## src/rtl/fetch_pkg.sv

```systemverilog
// Shared types and constants for the instruction fetch stage.
package fetch_pkg;

  localparam int unsigned DEFAULT_DATA_WIDTH = 32;
  localparam int unsigned DEFAULT_ADDR_WIDTH = 5;

  // Out-of-range fetches and explicit halt instructions both read as HALT_WORD.
  localparam logic [31:0] HALT_WORD = 32'hFFFF_FFFF;
  localparam logic [31:0] NOP_WORD  = 32'h0000_0000;

  typedef enum logic [1:0] {
    ST_LOAD = 2'd0,
    ST_RUN  = 2'd1,
    ST_HALT = 2'd2
  } fetch_state_e;

endpackage : fetch_pkg

```

## src/rtl/instruction_memory.sv

```systemverilog
// Instruction storage: one synchronous write port, one asynchronous read port, no reset.
//   clock  : write clock
//   we     : write enable
//   waddr  : write address
//   wdata  : write data
//   raddr  : read address
//   rdata  : read data (combinational)
module instruction_memory #(
  parameter int unsigned DATA_WIDTH = 32,
  parameter int unsigned ADDR_WIDTH = 5
) (
  input  logic                  clock,
  input  logic                  we,
  input  logic [ADDR_WIDTH-1:0] waddr,
  input  logic [DATA_WIDTH-1:0] wdata,
  input  logic [ADDR_WIDTH-1:0] raddr,
  output logic [DATA_WIDTH-1:0] rdata
);

  localparam int unsigned DEPTH = 2 ** ADDR_WIDTH;

  logic [DATA_WIDTH-1:0] mem [DEPTH];

  always_ff @(posedge clock) begin
    if (we) begin
      mem[waddr] <= wdata;
    end
  end

  assign rdata = mem[raddr];

endmodule : instruction_memory

```

## src/rtl/instruction_fetch_stage.sv

```systemverilog
// Fetch stage: loads instruction memory over a valid/ready stream, then fetches
// the word at pc_address into the IF/ID register, handling stall/flush/halt.
//   clock, reset_n     : clock, async active-low reset
//   load_*             : program loader stream (accepted only in LOAD)
//   pc_address         : current PC
//   write_pc           : PC update enable (combinational)
//   stall, flush       : hazard hold / branch squash
//   if_id_*            : registered IF/ID payload
//   halted             : stage is in HALT (combinational)
module instruction_fetch_stage
  import fetch_pkg::*;
#(
  parameter int unsigned DATA_WIDTH = DEFAULT_DATA_WIDTH,
  parameter int unsigned ADDR_WIDTH = DEFAULT_ADDR_WIDTH
) (
  input  logic                  clock,
  input  logic                  reset_n,
  input  logic                  load_valid,
  output logic                  load_ready,
  input  logic [DATA_WIDTH-1:0] load_data,
  input  logic                  load_last,
  input  logic [ADDR_WIDTH-1:0] pc_address,
  output logic                  write_pc,
  input  logic                  stall,
  input  logic                  flush,
  output logic [DATA_WIDTH-1:0] if_id_instruction,
  output logic [ADDR_WIDTH-1:0] if_id_pc_next,
  output logic                  if_id_valid,
  output logic                  halted
);

  localparam int unsigned CNT_WIDTH = ADDR_WIDTH + 1;
  localparam logic [ADDR_WIDTH-1:0] ADDR_MAX = '1;
  localparam logic [DATA_WIDTH-1:0] HALT_W   = DATA_WIDTH'(HALT_WORD);
  localparam logic [DATA_WIDTH-1:0] NOP_W    = DATA_WIDTH'(NOP_WORD);

  fetch_state_e          state_q, state_d;
  logic [ADDR_WIDTH-1:0] load_ptr_q, load_ptr_d;
  logic [CNT_WIDTH-1:0]  word_count_q, word_count_d;
  logic [DATA_WIDTH-1:0] instr_q, instr_d;
  logic [ADDR_WIDTH-1:0] pc_next_q, pc_next_d;
  logic                  valid_q, valid_d;

  logic                  mem_we;
  logic [DATA_WIDTH-1:0] mem_rdata;
  logic [DATA_WIDTH-1:0] fetch_word;
  logic                  halt_detect;

  assign mem_we = (state_q == ST_LOAD) && load_valid;

  instruction_memory #(
    .DATA_WIDTH(DATA_WIDTH),
    .ADDR_WIDTH(ADDR_WIDTH)
  ) u_imem (
    .clock (clock),
    .we    (mem_we),
    .waddr (load_ptr_q),
    .wdata (load_data),
    .raddr (pc_address),
    .rdata (mem_rdata)
  );

  // Words past the loaded program (including stale contents) read as halt.
  assign fetch_word  = ({1'b0, pc_address} < word_count_q) ? mem_rdata : HALT_W;
  assign halt_detect = (fetch_word == HALT_W);

  // Next-state, IF/ID update and combinational handshake outputs.
  always_comb begin
    state_d      = state_q;
    load_ptr_d   = load_ptr_q;
    word_count_d = word_count_q;
    instr_d      = instr_q;
    pc_next_d    = pc_next_q;
    valid_d      = valid_q;
    load_ready   = 1'b0;
    write_pc     = 1'b0;
    halted       = 1'b0;

    case (state_q)
      ST_LOAD: begin
        load_ready = 1'b1;
        if (load_valid) begin
          word_count_d = word_count_q + CNT_WIDTH'(1);
          // Pointer saturates at the last slot; the 32nd word ends the load.
          if (load_ptr_q != ADDR_MAX) begin
            load_ptr_d = load_ptr_q + ADDR_WIDTH'(1);
          end
          if (load_last || (load_ptr_q == ADDR_MAX)) begin
            state_d = ST_RUN;
          end
        end
      end

      ST_RUN: begin
        write_pc = !stall && !halt_detect && !flush;
        // Flush beats halt: a halt word on a squashed path must not stop the core.
        if (flush) begin
          valid_d = 1'b0;
          instr_d = NOP_W;
        end else if (stall) begin
          valid_d = valid_q;
        end else if (halt_detect) begin
          valid_d = 1'b0;
          instr_d = NOP_W;
          state_d = ST_HALT;
        end else begin
          instr_d   = fetch_word;
          pc_next_d = pc_address + ADDR_WIDTH'(1);
          valid_d   = 1'b1;
        end
      end

      ST_HALT: begin
        halted = 1'b1;
      end

      default: begin
        state_d = ST_LOAD;
      end
    endcase
  end

  // State, counters and IF/ID register.
  always_ff @(posedge clock or negedge reset_n) begin
    if (!reset_n) begin
      state_q      <= ST_LOAD;
      load_ptr_q   <= '0;
      word_count_q <= '0;
      instr_q      <= NOP_W;
      pc_next_q    <= '0;
      valid_q      <= 1'b0;
    end else begin
      state_q      <= state_d;
      load_ptr_q   <= load_ptr_d;
      word_count_q <= word_count_d;
      instr_q      <= instr_d;
      pc_next_q    <= pc_next_d;
      valid_q      <= valid_d;
    end
  end

  assign if_id_instruction = instr_q;
  assign if_id_pc_next     = pc_next_q;
  assign if_id_valid       = valid_q;

endmodule : instruction_fetch_stage

```

## config.mk

```make
export PLATFORM = sky130hd
export DESIGN_NAME = instruction_fetch_stage
export DESIGN_NICKNAME = d
export VERILOG_FILES = /design/src/rtl/fetch_pkg.sv /design/src/rtl/instruction_memory.sv /design/src/rtl/instruction_fetch_stage.sv
export SDC_FILE = /design/constraint.sdc
export NUM_CORES = 1
export LEC_CHECK = 0
export ABC_AREA = 1
export CORE_MARGIN = 2
export CORE_UTILIZATION = 35
export DETAILED_ROUTE_END_ITERATION = 6
export GPL_ROUTABILITY_DRIVEN = 0
export PLACE_DENSITY = 0.59
export SYNTH_ARGS = -nofsm -noshare
export SYNTH_HDL_FRONTEND = slang
export SYNTH_SLANG_ARGS = --single-unit
```

## constraint.sdc

```tcl
create_clock -name clock -period 7.4 [get_ports clock]
set_input_delay 1.48 -clock clock [delete_from_list [all_inputs] [get_ports clock]]
set_output_delay 1.48 -clock clock [all_outputs]
set_load 0.005 [all_outputs]
```

==> flow_summary_export.csv <==
group,metric,value,unit
routing,wire_per_inst,21.7,um
clock_tree,cts-hold-fix-buffers,0,
timing,tns,0,ns
routing,wirelength,130,mm
timing,finalClockSkew,0.0380,ns
routing,drc_errors,0,
synth,synth_nets,4245,
pwr,pwr-share-clk,0.426,
placed_design,hpwlAfterDp,67.7,mm
synth,synth_xor_area_frac,0.00214,
critical_path,critPathBufInv,4,
placed_design,port_buffers,83,
finish,drive_gt1_frac,0.0677,
critical_path,cpLargestDelayFamily,"buffers and inverters",
clock_tree,clk-insertion-delay-late,0.71,ns
synth,syn_inst,4191,
timing,fmax,0.156,GHz
finish,diodes,0,
synth,synth_simple_gate_area_frac,0.204,
clock_tree,cts_max_path_buffers,3,
critical_path,reg2reg_to,"if_id_instruction[5]",
finish,fill_cells,12100,
pwr,p_leak,19.9,nW
synth,seq_area_frac_synth,0.713,
clock_tree,cts_tree,"yes",
synth,yosysUniqueCellTypes,27,
critical_path,rr_worst_depth,15,
global_routing,grt_overflow,0,
global_routing,antenna_found_initial,5,
timing,finalCritPeriodShare,0.865,
clock_tree,cts_setup_buffers,0,
synth,synthAdderAreaFrac,0.00306,
synth,syn_area_per_cell,10.7,sq um
finish,fin_cells,6006,
clock_tree,cts_buffers,113,
pwr,switchingPower,2.89,mW
pwr,p_int,10.0,mW
critical_path,crit_end,"write_pc",
clock_tree,clock-root-buffer,"clkbuf_16",
floorplanning,rows,131,
job,maxCapViolCount,0,
routing,firstDrtPassIters,5,
floorplanning,dieArea,131000,sq um
critical_path,startpoint_type,"primary input",
critical_path,critical_path_class,"in -> out",
pwr,seqPwrFrac,0.517,
placed_design,postPlaceCellArea,48000,sq um
critical_path,path_cells,"clkdlybuf4s50_1 -> ha_1 -> a21oi_1 -> o31ai_1 -> a21oi_4 -> buf_12 -> nand3_1 -> nand2_1 -> nor2_1 -> nand2_1 -> nor2_2 -> nand2_2 -> nand2_2 -> inv_1 -> clkdlybuf4s50_1",
pwr,comb_power_share,0.057,
critical_path,cp.arrival,4.92,ns
timing,rsz0062_at_grt,"false",
synth,netlist_area,44900,sq um
timing,slew_headroom,0.150,
critical_path,startpoint,"pc_address[3]",
critical_path,crit_path_max_incr_delay,0.50,ns
placed_design,placedCellCount,5792,
clock_tree,path_clk_slew,0.06,ns
critical_path,cp.required,5.92,ns
finish,post-route-util,0.404,
finish,layout.nets,4299,
timing,worst_pin_slew,1.27,ns
clock_tree,cts_resized,0,
synth,ys_seq_elements,1075,
routing,vias_per_cell,5.05,
pwr,switching_share,0.224,
status,status,"finished, final reports clean",
critical_path,rrSetupSlack,3.67,ns
timing,finalHoldViolCount,0,
finish,final_area,51600,sq um
timing,setup_viol,0,
global_routing,grtUsageTotal,0.195,
finish,area.growth.synth_to_final,14.8,%
critical_path,slowest_stage,"clkdlybuf4s50_1",
routing,vias,30300,
critical_path,worst-path-max-fanout,23,
global_routing,grt_max_degree,121,
synth,synth_top_family_by_area,"simple AND/OR/NAND/NOR gates",
clock_tree,cts_sinks,1075,
floorplanning,die_height,362,um
timing,min_period,6.40,ns
critical_path,reg2reg_from,"word_count_q[3]",
routing,drtIter0Drc,3507,
pwr,p_per_area,251,nW/um^2
floorplanning,die_x,362,um
synth,synth_compound_area_frac,0.0313,
floorplanning,start_util,0.352,
worst_hold_path,hp-class,"reg -> reg",
floorplanning,io_pins,84,
floorplanning,core,128000,sq um
pwr,max-vdd-ir-drop,0.184,mV
global_routing,grt_pass1_vias,28300,
timing,slew_viol_final,0,
global_routing,grt_pass1_wl,190,mm
critical_path,end_kind,"output port",
critical_path,crit_cells,15,
routing,ant_nets,0,
clock_tree,htree_levels,3,
synth,ys_warn_count,0,
synth,synthMuxAreaShare,0,
==> metal layers <==
layer,GRT usage,part of all wire
met5,0,0.00045
met4,0.0626,0.027
met3,0.0281,0.077
met2,0.308,0.46
met1,0.278,0.43
==> how the worst min path moves through the flow <==
stage	from	endpoint	slack, ns	depth (start not counted)
5_1_grt	if_id_pc_next[0]	if_id_pc_next[0]	0.50	2
3_5_place_dp	if_id_pc_next[0]	if_id_pc_next[0]	0.46	2
6_report	if_id_pc_next[3]	if_id_pc_next[3]	0.47	2
4_1_cts	if_id_pc_next[0]	if_id_pc_next[0]	0.48	2
3_3_place_gp	if_id_pc_next[3]	if_id_pc_next[3]	0.46	2
2_1_floorplan	word_count_q[3]	word_count_q[3]	0.46	1
==> worst reg2reg max path: stages (launching register included) <==
cell and delay [ns]:
dfrtp_1 0.38, inv_1 0.08, ha_1 0.30, a21oi_1 0.16
o31ai_1 0.12, a21oi_4 0.46, buf_12 0.27, nand3_1 0.27
nand2_1 0.20, nor2_1 0.06, nand2_1 0.07, nor2_2 0.09
nand2_2 0.09, buf_4 0.47, nand3_1 0.49, nand2_1 0.15
==> cells in the mapped netlist <==
library cell,instances,area (sq um)
o21ai_1,39,195
nand2_2,1,6.26
a21oi_1,5,25.0
dfrtp_1,51,1280
nor4_1,2,12.5
nor2_2,3,18.8
ha_1,11,138
nand4_1,1,6.26
nor2_1,484,1820
buf_6,7,78.8
a211oi_1,1,7.51
edfxtp_1,1024,30700
or2_2,1,6.26
clkbuf_1,87,327
nand2_1,1458,5470
nor3_1,3,15.0
buf_4,15,113
o31ai_1,1,7.51
inv_2,3,11.3
xor2_1,11,96.3
o21ai_0,233,1170
clkinv_1,1,3.75
nand3_1,360,1800
inv_1,270,1010
buf_2,93,465
buf_1,25,93.8
a31oi_1,1,6.26
==> cells in the final DEF, fill, tap and decap left out, drive strengths merged <==
master and instances:
a31oi 1, o31ai 1, clkbuf 157, or2 1, clkdlybuf4s50 78, nor4 2, buf 88, clkinvlp 3
a21oi 5, clkinv 49, inv 273, nand2 1459, nor3 3, nand4 1, bufinv 6, xor2 11
a211oi 1, edfxtp 1024, nand3 360, ha 11, dfrtp 51, o21ai 272, nor2 487
==> kinds of logic after synthesis <==
family | Yosys count
AND/OR/NAND/NOR | 2313
flip-flops | 1075
buffers and inverters | 501
AO/OA/AOI/OAI | 280
XOR/XNOR | 11
adder cells (fa/ha/maj) | 11
==> cell type report <==
type / instances / area (sq um) / area share
clock buffers: 157 / 3120 / 0.0606
clock inverters: 57 / 472 / 0.00915
inverters: 274 / 1050 / 0.0203
multi-input cells: 2615 / 11100 / 0.214
flip-flops and latches: 1075 / 32000 / 0.621
well taps: 1662 / 2080 / 0.0403
repair buffers: 166 / 1760 / 0.0342
==> power by group through the flow <==
stage          Clock (mW)  Sequential, mW  Combinational (mW)
2_1_floorplan           0            6.80               0.409
3_3_place_gp            0            6.81               0.723
3_5_place_dp            0            6.81               0.728
4_1_cts              5.58            6.68               0.731
5_1_grt              5.81            6.68               0.808
6_report             5.51            6.68               0.731
==> sequential cells by signal, indices dropped and copies added (netlist names) <==
| signal | count |
|---|---|
| load_ptr_q | 5 |
| state_q | 2 |
| u_imem.mem | 1024 |
| word_count_q | 6 |
| if_id_pc_next | 5 |
| if_id_instruction | 32 |
| if_id_valid | 1 |
==> per-stage QoR <==
stage	hold WS (ns)	setup WS (ns)	total power, mW
2_1_floorplan	0.463	2.66	7.21
3_3_place_gp	0.460	1.04	7.53
3_5_place_dp	0.464	1.02	7.54
4_1_cts	0.479	0.986	13.0
5_1_grt	0.500	0.772	13.3
6_report	0.471	1.00	12.9
No activity file was read; power rests on OpenSTA's default activity.
